File: src/rtl/motoro3_pwm_multich.sv
// Multi-channel motor PWM generator: one shared period counter, per-channel minimum-pulse
// gating with remainder carry, edge/center placement and per-segment want-vs-real accounting.
module motoro3_pwm_multich #(
   parameter int unsigned CH = 3,
   parameter int unsigned CW = 12,
   parameter int unsigned AW = 16
) (
   input  logic              clk,
   input  logic              rst,
   input  logic              en,
   input  logic              seg_first,
   input  logic              seg_last,
   input  logic [CW-1:0]     period_len,
   input  logic [CW-1:0]     min_pulse,
   input  logic              center_mode,
   input  logic [CH-1:0]     pol,
   input  logic [CH*AW-1:0]  duty_req,
   output logic [CH-1:0]     pwm_out,
   output logic              period_tick,
   output logic [CH*AW-1:0]  lost,
   output logic              lost_valid
);

   localparam logic [CW-1:0] LEN_MIN = CW'(2);

   logic [CW-1:0] len_c;
   logic [CW-1:0] pcnt_q, pcnt_d;
   logic          reload_c, ch_load_c;
   logic          tick_q, lv_q;

   // A period shorter than two clocks would leave no room for the reload cycle.
   assign len_c     = (period_len < LEN_MIN) ? LEN_MIN : period_len;
   assign reload_c  = en & ~seg_last & (pcnt_q == CW'(1));
   assign ch_load_c = reload_c & ~seg_first;

   always_comb begin
      pcnt_d = pcnt_q - CW'(1);
      if (!en || seg_last || (pcnt_q == CW'(1))) begin
         pcnt_d = len_c;
      end
   end

   always_ff @(posedge clk) begin
      if (rst) begin
         pcnt_q <= len_c;
         tick_q <= 1'b0;
         lv_q   <= 1'b0;
      end else begin
         pcnt_q <= pcnt_d;
         tick_q <= reload_c;
         lv_q   <= en & seg_last;
      end
   end

   assign period_tick = tick_q;
   assign lost_valid  = lv_q;

   for (genvar c = 0; c < CH; c++) begin : g_ch
      logic [AW-1:0] duty_c, sat_c, pulse_c;
      logic [AW:0]   sum_c;
      logic [AW-1:0] rem_q, rem_d, pc_q, pc_d;
      logic [AW-1:0] want_q, want_d, got_q, got_d, lost_q, lost_d;
      logic [CW-1:0] dly_q, dly_d;
      logic          act_c, act_nxt_c, pwm_q;

      // Carry plus request saturates instead of wrapping so a huge backlog never turns small.
      assign duty_c    = duty_req[c*AW +: AW];
      assign sum_c     = {1'b0, rem_q} + {1'b0, duty_c};
      assign sat_c     = sum_c[AW] ? {AW{1'b1}} : sum_c[AW-1:0];
      assign pulse_c   = (sat_c > AW'(len_c)) ? AW'(len_c) : sat_c;
      assign act_c     = (dly_q == '0) && (pc_q != '0);
      assign act_nxt_c = (dly_d == '0) && (pc_d != '0);

      always_comb begin
         rem_d  = rem_q;
         pc_d   = pc_q;
         dly_d  = dly_q;
         want_d = want_q;
         got_d  = got_q;
         lost_d = lost_q;
         if (!en) begin
            pc_d   = '0;
            dly_d  = '0;
            rem_d  = '0;
            want_d = '0;
            got_d  = '0;
         end else if (seg_last) begin
            pc_d   = '0;
            dly_d  = '0;
            lost_d = want_q - got_q;
            want_d = '0;
            got_d  = '0;
         end else begin
            got_d = got_q + AW'(act_c);
            if (dly_q != '0) begin
               dly_d = dly_q - CW'(1);
            end else if (pc_q != '0) begin
               pc_d = pc_q - AW'(1);
            end
            if (seg_first) begin
               rem_d  = '0;
               want_d = '0;
               got_d  = '0;
            end else if (ch_load_c) begin
               want_d = want_q + duty_c;
               if (sat_c < AW'(min_pulse)) begin
                  pc_d  = '0;
                  dly_d = '0;
                  rem_d = sat_c;
               end else begin
                  pc_d  = pulse_c;
                  rem_d = sat_c - pulse_c;
                  dly_d = center_mode ? CW'((AW'(len_c) - pulse_c) >> 1) : '0;
               end
            end
         end
      end

      always_ff @(posedge clk) begin
         if (rst) begin
            rem_q  <= '0;
            pc_q   <= '0;
            dly_q  <= '0;
            want_q <= '0;
            got_q  <= '0;
            lost_q <= '0;
            pwm_q  <= pol[c];
         end else begin
            rem_q  <= rem_d;
            pc_q   <= pc_d;
            dly_q  <= dly_d;
            want_q <= want_d;
            got_q  <= got_d;
            lost_q <= lost_d;
            pwm_q  <= act_nxt_c ^ pol[c];
         end
      end

      assign pwm_out[c]         = pwm_q;
      assign lost[c*AW +: AW]   = lost_q;
   end

endmodule

File: config.mk
export PLATFORM = sky130hd
export DESIGN_NAME = motoro3_pwm_multich
export DESIGN_NICKNAME = d
export VERILOG_FILES = /design/src/rtl/motoro3_pwm_multich.sv
export SDC_FILE = /design/constraint.sdc
export NUM_CORES = 1
export LEC_CHECK = 0
export CELL_PAD_IN_SITES_DETAIL_PLACEMENT = 1
export CELL_PAD_IN_SITES_GLOBAL_PLACEMENT = 1
export CORE_MARGIN = 2
export CORE_UTILIZATION = 45
export DETAILED_ROUTE_END_ITERATION = 7
export PLACE_DENSITY = 0.85
export SLEW_MARGIN = 20
export SYNTH_ARGS = -nofsm -noshare
export SYNTH_HDL_FRONTEND = slang
export SYNTH_SLANG_ARGS = --single-unit
File: constraint.sdc
create_clock -name clk -period 23.8 [get_ports clk]
set_input_delay 4.76 -clock clk [delete_from_list [all_inputs] [get_ports clk]]
set_output_delay 4.76 -clock clk [all_outputs]
set_load 0.02 [all_outputs]
==> impl_metrics.ini <==
[status]
status = completed

[timing]
period_share = 0.562
final.setup_skew_ns = 0.0220
setup_tns_ns = 0
fin_ws_ns = 10.43
finalCriticalPeriod_ns = 13.37
rsz0062_at_grt = no
report.final.slew_viol_count = 0
setup_viol = 0
hold_ws_ns = 0.454
fmax_ghz = 0.0748
worst_pin_slew_ns = 1.13
max-slew-margin-rel = 0.244
hold_violations = 0

[detailed_routing]
wl_mm = 86.8
drt_iter0_markers = 1374
avgRoutedWirePerCell_um = 21.7
drc = 0
drtAntennaViolNets = 0
via_count = 24240
viasPerCell = 6.07
dr.pass1.iters = 5

[setup_path]
r2r-end = g_ch[0].pwm_q
end_kind = flop
crit_path_frequent_cell = a21oi_1
cp-endpoint = g_ch[0].pwm_q
crit_type = in -> reg
worstSetupStartpoint = duty_req[0]
crit_fanout = 19
required_ns = 24.22
arrival_ns = 13.79
crit_path_top_delay_cell = or4b_2
reg2reg_depth = 32
max_stage_delay_ns = 0.69
rrSetupSlack_ns = 14.85
critPathLaunchType = input port
r2r_start = g_ch[0].rem_q[13]

[place]
place_congestion = 0.925
dp.cells = 3934
dp_slack_ns = 10.12
port_buffers = 133
dp_hpwl_mm = 66.2

[run]
max_cap_viol_count = 0

[final_layout]
layoutNonFillerInstCount = 3995
nets = 3663
antenna_cells = 0
mostFrequentLayoutCells = 391 x nor2_1, 311 x a21oi_1, 293 x dfxtp_1
drive_above_1_share = 0.0479
final_common_cell = nor2_1
syn_to_final_growth_pct = 12.8

[cts]
cts-hold-fix-buffers = 0
cts_buffers = 37
clock_sinks = 293
cts_resized = 0
clock_path_buffers = 3
h-tree-depth = 2
cts_setup_buffers = 0
clk_latency_ns = 0.57
clockRootBuffer = clkbuf_16
cts_tree = yes
clk_pin_slew_worst_paths_ns = 0.05

[die]
core.rowCount = 85
die_h_um = 238
start_util = 0.456
core_mm2 = 0.0539
die_area_mm2 = 0.0565
io-pin-count = 134
die_x_um = 238

[pwr]
vdd_drop_max_mv = 0.119
leakage_nw = 11.6
p_per_area_mw_per_mm2 = 97.9

[grt]
use_met1 = 0.365
grt_pass1_vias = 26008
grt_overflow = 0
grt_pass1_wl_mm = 138
busiest_layer = met2
grt_max_degree = 71
met3_usage = 0.0357
antenna_found_initial = 4
track_usage = 0.303
grt_use_met2 = 0.545

[yosys]
synth_edf_count = 0
synthArstFlopShare = 0
syn-mean-instance-area_um2 = 7.70
synth.net_count = 3580
synth-main-ff-cell = dfxtp_1
ys_seq_area_frac = 0.239
synth.distinct_cells = 98
yosysWarningCount = 0
netlist_instances = 3194
netlist_area_mm2 = 0.0246
ys_ff_latch = 293

[min_path]
hold_class = reg -> reg
==> power breakdown <==
| group | switching, mW | internal, mW | leakage (nW) |
|---|---|---|---|
| logic | 0.948 | 0.598 | 8.59 |
| registers | 0.0503 | 0.544 | 2.37 |
| clock network | 0.234 | 0.342 | 0.586 |
==> synthesized netlist by cell type (all sizes together) (9+ instances only) <==
cell | instances | area (µm²)
and3 | 19 | 120
a211o | 12 | 106
o31a | 13 | 118
nor3 | 94 | 482
nand3 | 62 | 315
or3 | 31 | 199
a22oi | 36 | 270
fa | 15 | 300
a21oi | 315 | 1590
o21bai | 31 | 233
ha | 290 | 3630
or2 | 9 | 56.3
buf | 26 | 158
dfxtp | 293 | 5870
nor3b | 11 | 82.6
a31oi | 15 | 93.8
nand2b | 37 | 231
nand3b | 12 | 90.1
mux2i | 37 | 383
and2 | 13 | 83.8
inv | 198 | 743
xor2 | 82 | 718
xnor2 | 154 | 1350
o21a | 29 | 218
nand2 | 261 | 982
nand4 | 27 | 169
clkbuf | 93 | 353
o21ai | 205 | 1040
a21boi | 25 | 188
a211oi | 46 | 350
o211ai | 9 | 67.6
nor4 | 28 | 188
nor2 | 398 | 1510
o31ai | 15 | 126
a21o | 73 | 549
or4 | 9 | 75.1
nor2b | 42 | 263
o2111ai | 10 | 87.6
==> logic make-up (layout without fill, tap and decap cells) <==
group	after synthesis	count (layout)	synth area share
and+or+nand+nor	1079	1079	0.207
xor gates and xnor gates	236	236	0.0840
buffers and inverters	317	422	0.0510
AOI/OAI and AO/OA	921	921	0.241
adders and majority gates	305	305	0.160
muxes	43	43	0.0183
DFF	293	293	0.239
==> final cells by class <==
cell class / instances / area (µm²)
Clock buffer: 52 / 1050
Clock inverter: 9 / 153
Fill cell: 6642 / 26200
Inverter: 198 / 743
Multi-Input combinational cell: 2584 / 17500
Sequential cell: 293 / 5870
Tap cell: 696 / 871
Timing Repair Buffer: 163 / 1550
==> worst max-delay path: cells and delay by family <==
family | cells | cell delay [ns]
adder cells (fa/ha/maj) | 4 | 1.55
AO/OA/AOI/OAI | 20 | 4.71
AND/OR/NAND/NOR | 6 | 1.91
XOR/XNOR | 1 | 0.11
buffers and inverters | 3 | 0.74
==> flip-flops by register name, summed over array words and instances (netlist names) <==
| name | flops |
|---|---|
| lost_valid | 1 |
| g_ch.want_q | 48 |
| g_ch.rem_q | 48 |
| g_ch.got_q | 48 |
| g_ch.dly_q | 36 |
| g_ch.lost_q | 48 |
| pcnt_q | 12 |
| g_ch.pc_q | 48 |
| g_ch.pwm_q | 3 |
| period_tick | 1 |
==> routing by layer <==
metal	vias to the layer above	routed length [µm]
met1	11906	36900
met3	219	3700
li1	11545	-
met4	6	3590
met5	-	42
met2	564	42500
==> through the flow <==
step / utilization / area, µm² / power, mW
global route: 0.515 / 27700 / 2.91
floorplan: - / 24600 / 1.73
finish: 0.515 / 27700 / 2.72
CTS: 0.515 / 27700 / 2.71
detailed placement: 0.492 / 26500 / 2.11
global placement: 0.492 / 26500 / 2.04
==> worst min-delay path by stage <==
stage / start / to / slack (ns) / depth (start not counted)
after floorplan: g_ch[1].rem_q[14] / g_ch[1].rem_q[14] / 0.44 / 2
after global placement: g_ch[2].lost_q[13] / g_ch[2].lost_q[13] / 0.44 / 2
after detailed placement: g_ch[2].lost_q[13] / g_ch[2].lost_q[13] / 0.45 / 2
after CTS: g_ch[2].lost_q[11] / g_ch[2].lost_q[11] / 0.46 / 2
after global routing: g_ch[1].lost_q[12] / g_ch[1].lost_q[12] / 0.48 / 2
final: g_ch[2].lost_q[9] / g_ch[2].lost_q[9] / 0.45 / 2
Note: power is estimated with default switching activity, not from simulation.
